### config.mk
export PLATFORM = sky130hd
export DESIGN_NAME = instruction_phase_sequencer_flat
export DESIGN_NICKNAME = d
export VERILOG_FILES = /design/src/rtl/instruction_phase_sequencer_pkg.sv /design/src/rtl/instruction_phase_sequencer_if.sv /design/src/rtl/instruction_phase_sequencer_phase_subcycle_counter.sv /design/src/rtl/instruction_phase_sequencer.sv /design/src/flat_wrapper.sv
export SDC_FILE = /design/constraint.sdc
export NUM_CORES = 1
export LEC_CHECK = 0
export ABC_AREA = 1
export BUFFER_PORTS_ARGS = -buffer_cell sky130_fd_sc_hd__buf_2
export CAP_MARGIN = 20
export CORE_AREA = 2 2 48 50
export CTS_BUF_LIST = sky130_fd_sc_hd__clkbuf_8
export CTS_CLUSTER_DIAMETER = 60
export DETAILED_ROUTE_END_ITERATION = 12
export DIE_AREA = 0 0 50 52
export PLACE_DENSITY = 0.77
export SLEW_MARGIN = 20
export SYNTH_ARGS = -nofsm -noshare
export SYNTH_HDL_FRONTEND = slang
export SYNTH_SLANG_ARGS = --single-unit
### constraint.sdc
create_clock -name CLK -period 1.5 [get_ports CLK]
set_input_delay 0.225 -clock CLK [delete_from_list [all_inputs] [get_ports CLK]]
set_output_delay 0.225 -clock CLK [all_outputs]
set_load 0.01 [all_outputs]
### src/rtl/instruction_phase_sequencer_pkg.sv
// instruction_phase_sequencer_pkg
//   Shared definitions for the instruction phase sequencer and the
//   JR/DJNZ-class decoders that consume its outputs.
//   - phase_e      : sub-phase encoding (PA, Pa, PR, P2)
//   - XPT_W        : width of the execution step counter
//   - ITABLE_RESET_DEF / XPT_MAX_DEF : default parameter values
package instruction_phase_sequencer_pkg;

  typedef enum logic [1:0] {
    PH_PA = 2'd0,
    PH_Pa = 2'd1,
    PH_PR = 2'd2,
    PH_P2 = 2'd3
  } phase_e;

  localparam int unsigned        XPT_W            = 4;
  localparam logic [XPT_W-1:0]   XPT_MAX_DEF      = 4'd15;
  localparam logic [7:0]         ITABLE_RESET_DEF = 8'h00;

endpackage

### src/rtl/instruction_phase_sequencer_if.sv
// instruction_phase_sequencer_if
//   Bundle between the sequencer, the memory data bus and the decoders.
//   master : sequencer side (takes bus data and decoder strobes, drives
//            timing state)
//   slave  : decoder / bus side (the mirror image)
interface instruction_phase_sequencer_if;
  import instruction_phase_sequencer_pkg::*;

  logic [7:0]       BUS_DATA;
  logic             Mem_Wait;
  logic             PR_Reset_XPT;
  logic             P2_Set_CM1;
  logic             P2_Reset_ITABLE;
  logic             Pa_Ophd;

  logic [XPT_W-1:0] XPT;
  logic [XPT_W-1:0] notXPT;
  logic [7:0]       ITABLE;
  logic [7:0]       notITABLE;
  logic             OP7;
  logic             notOP7;
  logic             CM1;
  logic             enable;
  logic             Ph_PA;
  logic             Ph_Pa;
  logic             Ph_PR;
  logic             Ph_P2;
  logic             XPT_Overrun;

  modport master (
    input  BUS_DATA, Mem_Wait, PR_Reset_XPT, P2_Set_CM1, P2_Reset_ITABLE, Pa_Ophd,
    output XPT, notXPT, ITABLE, notITABLE, OP7, notOP7, CM1, enable,
           Ph_PA, Ph_Pa, Ph_PR, Ph_P2, XPT_Overrun
  );

  modport slave (
    output BUS_DATA, Mem_Wait, PR_Reset_XPT, P2_Set_CM1, P2_Reset_ITABLE, Pa_Ophd,
    input  XPT, notXPT, ITABLE, notITABLE, OP7, notOP7, CM1, enable,
           Ph_PA, Ph_Pa, Ph_PR, Ph_P2, XPT_Overrun
  );
endinterface

### src/rtl/instruction_phase_sequencer_phase_subcycle_counter.sv
// phase_subcycle_counter
//   Four-state sub-phase counter PA -> Pa -> PR -> P2 -> PA, one clock
//   per sub-phase, holding in PA while mem_wait is high.
//   Ports: clk, rst_n (async, active-low), mem_wait,
//          phase (encoded), ph_onehot (indexed by phase_e).
//
//   state | meaning
//   PH_PA | address phase; stalls here while memory is not ready
//   PH_Pa | operand sample phase
//   PH_PR | end-of-instruction strobe sample phase
//   PH_P2 | step commit phase (XPT / ITABLE / CM1 updates)
module phase_subcycle_counter
  import instruction_phase_sequencer_pkg::*;
(
  input  logic       clk,
  input  logic       rst_n,
  input  logic       mem_wait,
  output phase_e     phase,
  output logic [3:0] ph_onehot
);

  phase_e phase_next;

  always_ff @(posedge clk or negedge rst_n) begin
    if (!rst_n) phase <= PH_PA;
    else        phase <= phase_next;
  end

  always_comb begin
    phase_next = phase;
    case (phase)
      PH_PA:   phase_next = mem_wait ? PH_PA : PH_Pa;
      PH_Pa:   phase_next = PH_PR;
      PH_PR:   phase_next = PH_P2;
      default: phase_next = PH_PA;
    endcase
  end

  always_comb begin
    ph_onehot        = '0;
    ph_onehot[phase] = 1'b1;
  end

endmodule

### src/rtl/instruction_phase_sequencer.sv
// instruction_phase_sequencer
//   Produces the instruction timing state for the JR/DJNZ-class decoders
//   and applies their step-terminating strobes.
//   Ports: CLK, notRESET (async, active-low),
//          bus (master modport): BUS_DATA, Mem_Wait, decoder strobes in;
//          XPT, ITABLE, OP7 (+ complements), CM1, enable, one-hot
//          sub-phase and sticky XPT_Overrun out.
module instruction_phase_sequencer
  import instruction_phase_sequencer_pkg::*;
#(
  parameter logic [XPT_W-1:0] XPT_MAX      = XPT_MAX_DEF,
  parameter logic [7:0]       ITABLE_RESET = ITABLE_RESET_DEF
) (
  input  logic                          CLK,
  input  logic                          notRESET,
  instruction_phase_sequencer_if.master bus
);

  phase_e           phase;
  logic [3:0]       ph_onehot;
  logic [XPT_W-1:0] xpt;
  logic [7:0]       itable;
  logic             op7;
  logic             cm1;
  logic             rst_pend;
  logic             xpt_overrun;

  phase_subcycle_counter u_phase (
    .clk       (CLK),
    .rst_n     (notRESET),
    .mem_wait  (bus.Mem_Wait),
    .phase     (phase),
    .ph_onehot (ph_onehot)
  );

  // Only bit 7 of the operand register is consumed downstream, so only
  // that bit is kept.
  always_ff @(posedge CLK or negedge notRESET) begin
    if (!notRESET) begin
      xpt         <= '0;
      itable      <= ITABLE_RESET;
      op7         <= 1'b0;
      cm1         <= 1'b1;
      rst_pend    <= 1'b0;
      xpt_overrun <= 1'b0;
    end else if (cm1) begin
      // Fetch: decoder strobes are meaningless here and are ignored.
      if (phase == PH_P2) begin
        itable <= bus.BUS_DATA;
        xpt    <= '0;
        cm1    <= 1'b0;
      end
    end else begin
      case (phase)
        PH_Pa: if (!bus.Pa_Ophd) op7 <= bus.BUS_DATA[7];
        PH_PR: if (bus.PR_Reset_XPT) rst_pend <= 1'b1;
        PH_P2: begin
          rst_pend <= 1'b0;
          if (rst_pend)           xpt         <= '0;
          else if (xpt == XPT_MAX) xpt_overrun <= 1'b1;
          else                     xpt         <= xpt + XPT_W'(1);
          if (bus.P2_Set_CM1)      cm1         <= 1'b1;
          if (bus.P2_Reset_ITABLE) itable      <= ITABLE_RESET;
        end
        default: ;
      endcase
    end
  end

  // Complements are derived from the same flops, so they can never
  // disagree with the true outputs.
  assign bus.XPT         = xpt;
  assign bus.notXPT      = ~xpt;
  assign bus.ITABLE      = itable;
  assign bus.notITABLE   = ~itable;
  assign bus.OP7         = op7;
  assign bus.notOP7      = ~op7;
  assign bus.CM1         = cm1;
  assign bus.enable      = ~cm1;
  assign bus.XPT_Overrun = xpt_overrun;
  assign bus.Ph_PA       = ph_onehot[PH_PA];
  assign bus.Ph_Pa       = ph_onehot[PH_Pa];
  assign bus.Ph_PR       = ph_onehot[PH_PR];
  assign bus.Ph_P2       = ph_onehot[PH_P2];

endmodule

### src/flat_wrapper.sv
// flat-port wrapper written by rule: the top's interface ports become plain ports
module instruction_phase_sequencer_flat import instruction_phase_sequencer_pkg::*;
#(
  parameter logic [XPT_W-1:0] XPT_MAX      = XPT_MAX_DEF,
  parameter logic [7:0]       ITABLE_RESET = ITABLE_RESET_DEF
)
  (CLK, notRESET, bus_BUS_DATA, bus_Mem_Wait, bus_PR_Reset_XPT, bus_P2_Set_CM1, bus_P2_Reset_ITABLE, bus_Pa_Ophd, bus_XPT, bus_notXPT, bus_ITABLE, bus_notITABLE, bus_OP7, bus_notOP7, bus_CM1, bus_enable, bus_Ph_PA, bus_Ph_Pa, bus_Ph_PR, bus_Ph_P2, bus_XPT_Overrun);
  instruction_phase_sequencer_if bus_i ();
  input  logic CLK;
  input  logic notRESET;
  input wire logic [$bits(bus_i.BUS_DATA)-1:0] bus_BUS_DATA;
  input wire logic [$bits(bus_i.Mem_Wait)-1:0] bus_Mem_Wait;
  input wire logic [$bits(bus_i.PR_Reset_XPT)-1:0] bus_PR_Reset_XPT;
  input wire logic [$bits(bus_i.P2_Set_CM1)-1:0] bus_P2_Set_CM1;
  input wire logic [$bits(bus_i.P2_Reset_ITABLE)-1:0] bus_P2_Reset_ITABLE;
  input wire logic [$bits(bus_i.Pa_Ophd)-1:0] bus_Pa_Ophd;
  output wire logic [$bits(bus_i.XPT)-1:0] bus_XPT;
  output wire logic [$bits(bus_i.notXPT)-1:0] bus_notXPT;
  output wire logic [$bits(bus_i.ITABLE)-1:0] bus_ITABLE;
  output wire logic [$bits(bus_i.notITABLE)-1:0] bus_notITABLE;
  output wire logic [$bits(bus_i.OP7)-1:0] bus_OP7;
  output wire logic [$bits(bus_i.notOP7)-1:0] bus_notOP7;
  output wire logic [$bits(bus_i.CM1)-1:0] bus_CM1;
  output wire logic [$bits(bus_i.enable)-1:0] bus_enable;
  output wire logic [$bits(bus_i.Ph_PA)-1:0] bus_Ph_PA;
  output wire logic [$bits(bus_i.Ph_Pa)-1:0] bus_Ph_Pa;
  output wire logic [$bits(bus_i.Ph_PR)-1:0] bus_Ph_PR;
  output wire logic [$bits(bus_i.Ph_P2)-1:0] bus_Ph_P2;
  output wire logic [$bits(bus_i.XPT_Overrun)-1:0] bus_XPT_Overrun;
  assign bus_i.BUS_DATA = bus_BUS_DATA;
  assign bus_i.Mem_Wait = bus_Mem_Wait;
  assign bus_i.PR_Reset_XPT = bus_PR_Reset_XPT;
  assign bus_i.P2_Set_CM1 = bus_P2_Set_CM1;
  assign bus_i.P2_Reset_ITABLE = bus_P2_Reset_ITABLE;
  assign bus_i.Pa_Ophd = bus_Pa_Ophd;
  assign bus_XPT = bus_i.XPT;
  assign bus_notXPT = bus_i.notXPT;
  assign bus_ITABLE = bus_i.ITABLE;
  assign bus_notITABLE = bus_i.notITABLE;
  assign bus_OP7 = bus_i.OP7;
  assign bus_notOP7 = bus_i.notOP7;
  assign bus_CM1 = bus_i.CM1;
  assign bus_enable = bus_i.enable;
  assign bus_Ph_PA = bus_i.Ph_PA;
  assign bus_Ph_Pa = bus_i.Ph_Pa;
  assign bus_Ph_PR = bus_i.Ph_PR;
  assign bus_Ph_P2 = bus_i.Ph_P2;
  assign bus_XPT_Overrun = bus_i.XPT_Overrun;
  instruction_phase_sequencer #(.XPT_MAX(XPT_MAX), .ITABLE_RESET(ITABLE_RESET)) u_core (.CLK(CLK), .notRESET(notRESET), .bus(bus_i));
endmodule
# Word level (Yosys, flattened, before mapping)
# Cells that the tools add are included.
# op_classes
n_addsub	1
multipliers	0
n_div	0
magnitude_cmp	2
eq_ne	6
shifts	0
muxes	19
bitwise	6
reduce_logical	9
# ops
operator	n
two-way mux 8 bit	4
two-way mux 4 bit	5
NOT 8 bit	1
two-way mux 1 bit	7
one-hot mux 2 bit (3 select lines)	1
AND reduction 3 bit	2
adder 4 x 1 -> 4 bit, second input constant	1
equality test 2 bit, second input constant	2
equality test 4 bit, second input constant	1
NOT 1 bit	4
NOT 4 bit	1
AND reduction 2 bit	2
AND reduction 4 bit	1
nonzero test 2 bit	2
less-than comparator 2 x 3 -> 1 bit, second input constant	1
!= test 3 x 1 -> 1 bit, second input constant	1
demux 1 bit (select 2 bit)	1
equality test 2 x 1 -> 1 bit, second input constant	1
>= comparator 2 x 1 -> 1 bit, second input constant	1
logical NOT 2 bit	1
!= test 2 bit, second input constant	1
one-hot mux 1 bit (2 select lines)	1
logical AND 1 bit	1
# word_totals
register_bits	18
latch_bits	0
ram_bits	0
rom_bits	0
input_bits	15
out_inout_bits	33
n_memories	0

# Longest topological paths before layout
# Gate-level depths: netlist (run 1).
# depth
word_depth	5
mapped_depth	7
depth_no_buf	7

# By module
# A second synthesis (run 1) with hierarchy kept.
# unflattened
hier_cells	97
hier_area_um2	893.4
# by_module_without_submodules
mod	instances	cells_per_inst	area_per_inst_um2	seq_area_each_um2
instruction_phase_sequencer	1	85	762.0	401.6
phase_subcycle_counter	1	12	131.4	50.0

# Worst setup path after synthesis (run 1)
# OpenSTA, ideal clock, no wires.
# synth_path
path_kind	register -> register
startpoint	reg u_core.u_phase.phase[0]
endpoint	reg u_core.xpt_overrun, in the netlist u_core.bus.XPT_Overrun
arrival_ns	1.052
required_ns	1.382
path_slack_ns	0.330
stages_incl_launch_ff	4
n_path_buf	1
synth_period_minus_slack_ns	1.170
path_cell_list	dfrtp_1 ha_1 buf_2 a21o_1
# synth_via
elab_chain_len	2
# synth_lines
element	line	text
start: declaration	instruction_phase_sequencer_phase_subcycle_counter.sv:18	output phase_e phase,
start signal: assignment	instruction_phase_sequencer_phase_subcycle_counter.sv:26	else phase <= phase_next;
equality test 2 bit	instruction_phase_sequencer.sv:54	case (phase)
AND reduction 4 bit (no source line)	-	
end signal: assignment	instruction_phase_sequencer.sv:45	xpt_overrun <= 1'b0;
end signal: assignment	instruction_phase_sequencer.sv:60	else if (xpt == XPT_MAX) xpt_overrun <= 1'b1;
end: declaration	instruction_phase_sequencer.sv:26	logic xpt_overrun;
# No other way between the ends.
# A chain may end at the register's enable or synchronous reset.

# Final worst setup path (run 1)
# layout_path
startpoint	reg u_core.u_phase.phase[0]
endpoint	out bus_Ph_P2
# layout_via
elab_chain_len	4
word_cells_on_any_way	5
classes_between	order compare (2); mux (2); reduce/logical (1)
# layout_lines
element	line	text
less-than comparator 2 x 3 -> 1 bit (implied by the code) or >= comparator 2 x 1 -> 1 bit (tied branches)	instruction_phase_sequencer_phase_subcycle_counter.sv:41	ph_onehot[phase] = 1'b1;
logical AND 1 bit (implied by the code)	instruction_phase_sequencer_phase_subcycle_counter.sv:41	
two-way mux 1 bit (implied by the code)	instruction_phase_sequencer_phase_subcycle_counter.sv:41	
demux 1 bit (select 2 bit) (*)	instruction_phase_sequencer_phase_subcycle_counter.sv:41	
end: declaration	flat_wrapper.sv:28	output wire logic [$bits(bus_i.Ph_P2)-1:0] bus_Ph_P2;
# Mark *: on every way between the ends. The rest lies on a longest branch, timed or not.

==> results.md, run 1 <==
* Status: completed
* Hold Crit Class: in -> reg
* Vias in the first global route at 753
* Number of fill cells at 199
* Final Cycle Share at 95.84%
* Die Y at around 52 um
* WP data required at ~1.3 ns
* Mean Syn Cell Area at 8.381 um2
* Final WL at between 1500 and 2000 um
* Fmax at 695.6 MHz
* Min-delay src: bus_Mem_Wait
* CP Cell Sequence: ha_1 > buf_2
* Synth-to-Final Area Change at 35.63%
* Max VDD drop at between 1 and 1.5 mV
* Final hold slack at between 0.15 and 0.2 ns
* Cell Rows at 17
* Sequential cell area at 451.7 um2
* Slew Viols, Final at 0
* Grt met1 use at ~17%
* Max Clock Skew at 0.001461 ns
* Worst-path clk slew at 0.06 ns
* Worst-skew pair later-pin latency at 0.24 ns
* Global route hottest layer: met2
* Core Area at 2106 um2
* Synth warn at 0
* 1st-iter DRT viols at 10
* Critical R2R Launch: u_core.u_phase.phase[0]
* DRT Pass-1 Iters at 4
* H-tree depth at 1
* IO buf count at 47
* CTS sink cnt at 18
* Final setup fails at 0
* Mapped Nets at approximately 130
* Root buffer cell: clkbuf_8
* Total grt overflow at 0
* Crit-path max cell delay at 0.40 ns
* GRT Total Usage at 14.81%
* Vias after detailed routing at 854
* RSZ-0062 raised after global routing: no
* CP startpoint: u_core.u_phase.phase[0]
* Fraction of layout cells with a size suffix above 1 at 35.67%
* Synthesized cell area at around 890 um2
* Num CTS Buffers at 3
* Drt via density at 4.616
* Worst-case clock buffer depth at 2
* PostCTS Resize Cnt at 0
* Seq/Total Area, Yosys at roughly 51%
* Ports at 48
* Arr. time, crit path at 1.21 ns
* Critical path class: reg -> out
* Final ANT Viol Nets at 0
* Max_cap viols at 0
* GR Util met2 at 27.19%
* Reg2reg path depth at 4
* Hold path depth at 2
* Initial Util at about 42%
* #FFs+latches synth at 18
* Worst Setup End Kind: primary output
* GPL Wtd Cong at 0.7237
* Fin. Hold Viols at 0
* Final #Nets at 178
* Setup TNS at 0 ns
* Global-route wire length before repair at between 2000 and 3000 um
* Post-route minimum period at between 1 and 1.5 ns
* Die area at approximately 2600 um2
* HPWL Detailed at around 1500 um
* Pwr Density at 1907 nW/um2
* Met3 Track Usage GR at approximately 2.6%
* CP startpoint kind: flip-flop
* Antenna diodes at 0
* Per-cell routed wire length at 10.16 um
* Antenna violations before repair at 0
* CP max FO at 10
* Slew HR at 72.98%
* Leakage at 0.0006873 uW
* Pin count of the biggest net entering global routing at 19
* Mapped Cells at 106
* Least-Margin Pin Slew at 0.4053 ns
* CTS tree: built
* DRC at 0
* Multi-input logic area at 334.1 um2
* Die width at 50 um
* Max stage delay cell, worst path: dfrtp_1
* Unique masters post-synth at 17
==> placed cells by master, fill, tap and decap left out, types with 2 or more instances in the layout <==
| cell type | n |
|---|---|
| dfrtp_1 | 17 |
| buf_2 | 47 |
| clkbuf_8 | 3 |
| ha_1 | 5 |
| nor2_1 | 5 |
| o22ai_1 | 2 |
| nand2_1 | 23 |
| nand3_1 | 12 |
| inv_1 | 23 |
| o21ai_0 | 11 |
==> worst paths after layout <==
check,to,slack [ns]
worst max-delay path,bus_Ph_P2,0.06
worst min-delay path,u_core.u_phase.phase[0],0.16
worst max register to register,u_core.bus.ITABLE[3],0.25
worst min register to register,u_core.bus.XPT_Overrun,0.48
max in group asynchronous,u_core.bus.CM1,0.74
min in group asynchronous,u_core.bus.ITABLE[0],0.44
==> per-layer routing <==
layer / vias to the layer above / wire length, um
met5: - / 0
met4: 0 / 14
met3: 2 / 152
li1: 431 / -
met2: 34 / 884
met1: 387 / 827
==> Yosys cell counts <==
cell type / number / area, um2
buf_6: 1 / 11.26
nand2_1: 23 / 86.33
dfrtp_1: 17 / 425.4
nand3_2: 1 / 10.01
ha_1: 5 / 62.56
a21o_1: 1 / 7.510
nand4_1: 1 / 6.260
o22ai_1: 2 / 12.51
nand2_2: 1 / 6.260
o21ai_2: 1 / 8.760
nor2_1: 5 / 18.77
inv_1: 22 / 82.58
inv_2: 1 / 3.750
nand3_1: 12 / 60.06
o21ai_0: 11 / 55.05
buf_2: 1 / 5.000
dfstp_2: 1 / 26.28
==> sequential cells by signal (all words and copies together), names as in the netlist <==
signal,count
u_core.bus.CM1,1
u_core.bus.ITABLE,8
u_core.bus.OP7,1
u_core.bus.XPT,4
u_core.bus.XPT_Overrun,1
u_core.rst_pend,1
u_core.u_phase.phase,2
==> critical path: cells and delay by family, from the launching register on <==
kind | cells | cell delay [ns]
adders and majority gates | 1 | 0.37
buffers and inverters | 1 | 0.20
DFF | 1 | 0.40
==> cells by family (layout without fill, tap and decap cells) <==
logic type / count (synthesis) / count (layout) / share of synthesized area [%]
AO/OA/AOI/OAI: 15 / 15 / 9.437
adder cells (fa/ha/maj): 5 / 5 / 7.042
buffers and inverters: 25 / 76 / 11.55
flip-flops: 18 / 18 / 50.85
AND/OR/NAND/NOR: 43 / 43 / 21.13
==> what timing repair did <==
item | 4_1_cts | 5_1_grt
endpoints found under the hold margin | 17 | 0
endpoints found under the setup margin | 0 | 0
buffers inserted | 0 | 0
hold buffers | 1 | 0
==> per-stage QoR <==
step	std cells	power, uW	util, %	area [um2]	setup slack (ns)
floorplan	106	1534	-	888.4	0.3302
global placement	180	1953	54.60	1150	0.3255
detailed placement	180	1986	54.60	1150	0.2599
CTS	185	2322	57.22	1205	0.05760
global route	185	2499	57.22	1205	0.01222
finish	185	2297	57.22	1205	0.06243
==> power breakdown <==
group          internal (uW)  switching (uW)
Clock                    181             147
Combinational            449             667
Sequential               692             162
==> final cells by class <==
type | instances | share of cell area, %
Sequential cell | 18 | 37.49
Multi-Input combinational cell | 63 | 27.73
Timing Repair Buffer | 49 | 20.98
Inverter | 23 | 7.165
Clock buffer | 3 | 3.427
Tap cell | 28 | 2.908
Clock inverter | 1 | 0.3115
Power figures use the tool's default switching activity.
==> run 2, diff against run 1 <==
--- a/config.mk
+++ b/config.mk
@@ -14,6 +14,7 @@
 export DETAILED_ROUTE_END_ITERATION = 12
 export DIE_AREA = 0 0 50 52
 export PLACE_DENSITY = 0.77
+export SETUP_SLACK_MARGIN = 0.4
 export SLEW_MARGIN = 20
 export SYNTH_ARGS = -nofsm -noshare
 export SYNTH_HDL_FRONTEND = slang
==> results.md, run 2 (synthesis gave the netlist of run 1 again) <==
* Max_cap viols at 0 (unchanged)
* Crit-path max cell delay at 0.47 ns (+0.07 ns)
* Final #Nets at 199 (+12%)
* Slew Viols, Final at 0 (unchanged)
* Final setup fails at 0 (unchanged)
* Commonest cells after routing, fill and taps aside: buf_2, nand2_1, buf_6
* Worst-path clk slew at 0.07 ns (about the same)
* Drt via density at 5.053 (+9.5%)
* Post-layout util at 81.64% (+24 points)
* Fin. Hold Viols at 0 (unchanged)
* CTS tree: built
* Max stage delay cell, worst path: dfrtp_2
* Total grt overflow at 0 (unchanged)
* Pwr Density at 2107 nW/um2 (+11%)
* Initial Util at 42.19% (unchanged)
* Reg2reg setup slack at 0.24 ns (about the same)
* CTS sink cnt at 18 (unchanged)
* Post-route minimum period at 1.290 ns (-0.1474 ns)
* Antenna violations before repair at 0 (unchanged)
* DRC at 0 (unchanged)
* Worst-case clock buffer depth at 2 (unchanged)
* Cell Rows at 17 (unchanged)
* IO buf count at 47 (unchanged)
* Max Clock Skew at 0.002366 ns (+0.0009046 ns)
* Die Y at 52 um (unchanged)
* Critical R2R Launch: u_core.bus.CM1
* Largest register FFs at 8 (unchanged)
* Ports at 48 (unchanged)
* Leakage at 0.0008476 uW (+23%)
* HPWL Detailed at 1539 um (+3.6%)
* Least-Margin Pin Slew at 0.3910 ns (-0.01422 ns)
* Antenna diodes at 0 (unchanged)
* CP Cell Sequence: ha_4 > buf_2
* Final WL at 3134 um (+67%)
* RSZ-0062 raised after global routing: yes
* Die width at 50 um (unchanged)
* Global-route wire length before repair at 4250 um (+43%)
* Final Cycle Share at 86.01% (-9.8 points)
* Multi-input logic area at 566.8 um2 (+70%)
* Most common cell after layout, fill and taps aside: buf_2
* Pin count of the biggest net entering global routing at 19 (unchanged)
* Fmax at 775.1 MHz (+11%)
* Setup TNS at 0 ns (unchanged)
* Hold Crit Class: in -> reg
* Synth-to-Final Area Change at 93.52%
* Vias after detailed routing at 1041 (+22%)
* Worst reg2reg path endpoint: u_core.bus.XPT[2]
* WP data required at 1.27 ns (about the same)
* Max VDD drop at 1.511 mV (+46%)
* DRT Pass-1 Iters at 4 (unchanged)
* CP startpoint kind: flip-flop
* Die area at 2600 um2 (unchanged)
* CP startpoint: u_core.u_phase.phase[1]
* Sequential cell area at 457.9 um2 (+1.4%)
* Critical Path Sink: bus_Ph_P2
* Fraction of layout cells with a size suffix above 1 at 69.10% (+33 points)
* Root buffer cell: clkbuf_8
* Arr. time, crit path at 1.07 ns (-0.14 ns)
* Status: completed
* CP max FO at 3 (-7)
* Per-cell routed wire length at 15.21 um (+50%)
* Vias in the first global route at 987 (+31%)
* Critical path class: reg -> out
* Number of fill cells at 122 (-39%)
* Num CTS Buffers at 3 (unchanged)
* Reg2reg path depth at 6 (+2)
* Slew HR at 73.93% (+0.95 points)
* GRT Total Usage at 22.21% (+7.4 points)
* GPL Wtd Cong at 0.7162 (-1.0%)
* Final ANT Viol Nets at 0 (unchanged)
* Core Area at 2106 um2 (unchanged)
* H-tree depth at 1 (unchanged)
* Worst Setup End Kind: primary output
* 1st-iter DRT viols at 32 (+22)
* Worst-skew pair later-pin latency at 0.26 ns (+0.02 ns)
-- run 2: changes by cell type in the layout (fill, tap and decap cells not counted), sizes merged --
cell / change
buf: +21
clkbuf: +1
inv: -1
-- run 2: per-layer routing --
layer | wire length (um) | track usage [%] | up-vias
met2 | 1681 | 41.89 | 46
li1 | - | - | 478
met4 | 45 | 7.870 | 0
met5 | 0 | 0 | -
met3 | 170 | 5.172 | 6
met1 | 1236 | 24.03 | 511
-- run 2: report_power, final --
part | internal (uW) | leakage, uW | switching (uW)
clock | 234 | 0.0000288 | 174
combinational | 1120 | 0.000592 | 1170
sequential | 703 | 0.000227 | 228
-- run 2: cell type report --
type	instances	area share (%)
Sequential cell	18	26.64
Tap cell	28	2.038
Timing Repair Buffer	70	29.69
Multi-Input combinational cell	63	32.97
Clock buffer	4	3.202
Inverter	23	5.459
-- run 2: worst max-delay path, delay by kind of cell (launching register included) --
family	cells	cell delay, ns
DFF	1	0.47
adders and majority gates	1	0.20
buffers and inverters	1	0.14
-- run 2: worst min path at each step --
stage,startpoint,end,slack (ns),cells after the start
floorplan,notRESET,u_core.bus.ITABLE[0],-0.07,0
global placement,notRESET,u_core.bus.ITABLE[0],0.17,1
detailed placement,notRESET,u_core.bus.XPT[3],0.18,1
CTS,bus_Mem_Wait,u_core.u_phase.phase[0],0.16,2
global route,bus_Mem_Wait,u_core.u_phase.phase[0],0.15,2
finish,bus_Mem_Wait,u_core.u_phase.phase[0],0.15,2
-- run 2: per-stage QoR --
stage / instance area (um2) / instances / power, uW / hold slack [ns] / setup slack, ns
floorplan: 893.4 / 106 / 1543 / -0.07059 / 0.4106
global placement: 1147 / 179 / 1960 / 0.1709 / 0.3119
detailed placement: 1147 / 179 / 1998 / 0.1752 / 0.2547
CTS: 1545 / 202 / 3090 / 0.1581 / 0.2313
global route: 1719 / 206 / 3827 / 0.1479 / 0.1803
finish: 1719 / 206 / 3622 / 0.1511 / 0.2098
-- run 2: timing repair --
action | in CTS | in global routing
buffers inserted | 17 | 4
pin swaps | 13 | 18
gates cloned | 1 | 0
endpoints found under the setup margin | 24 | 32
hold buffers | 1 | 0
resized for setup | 57 | 39
hold endpoints to repair | 17 | 0
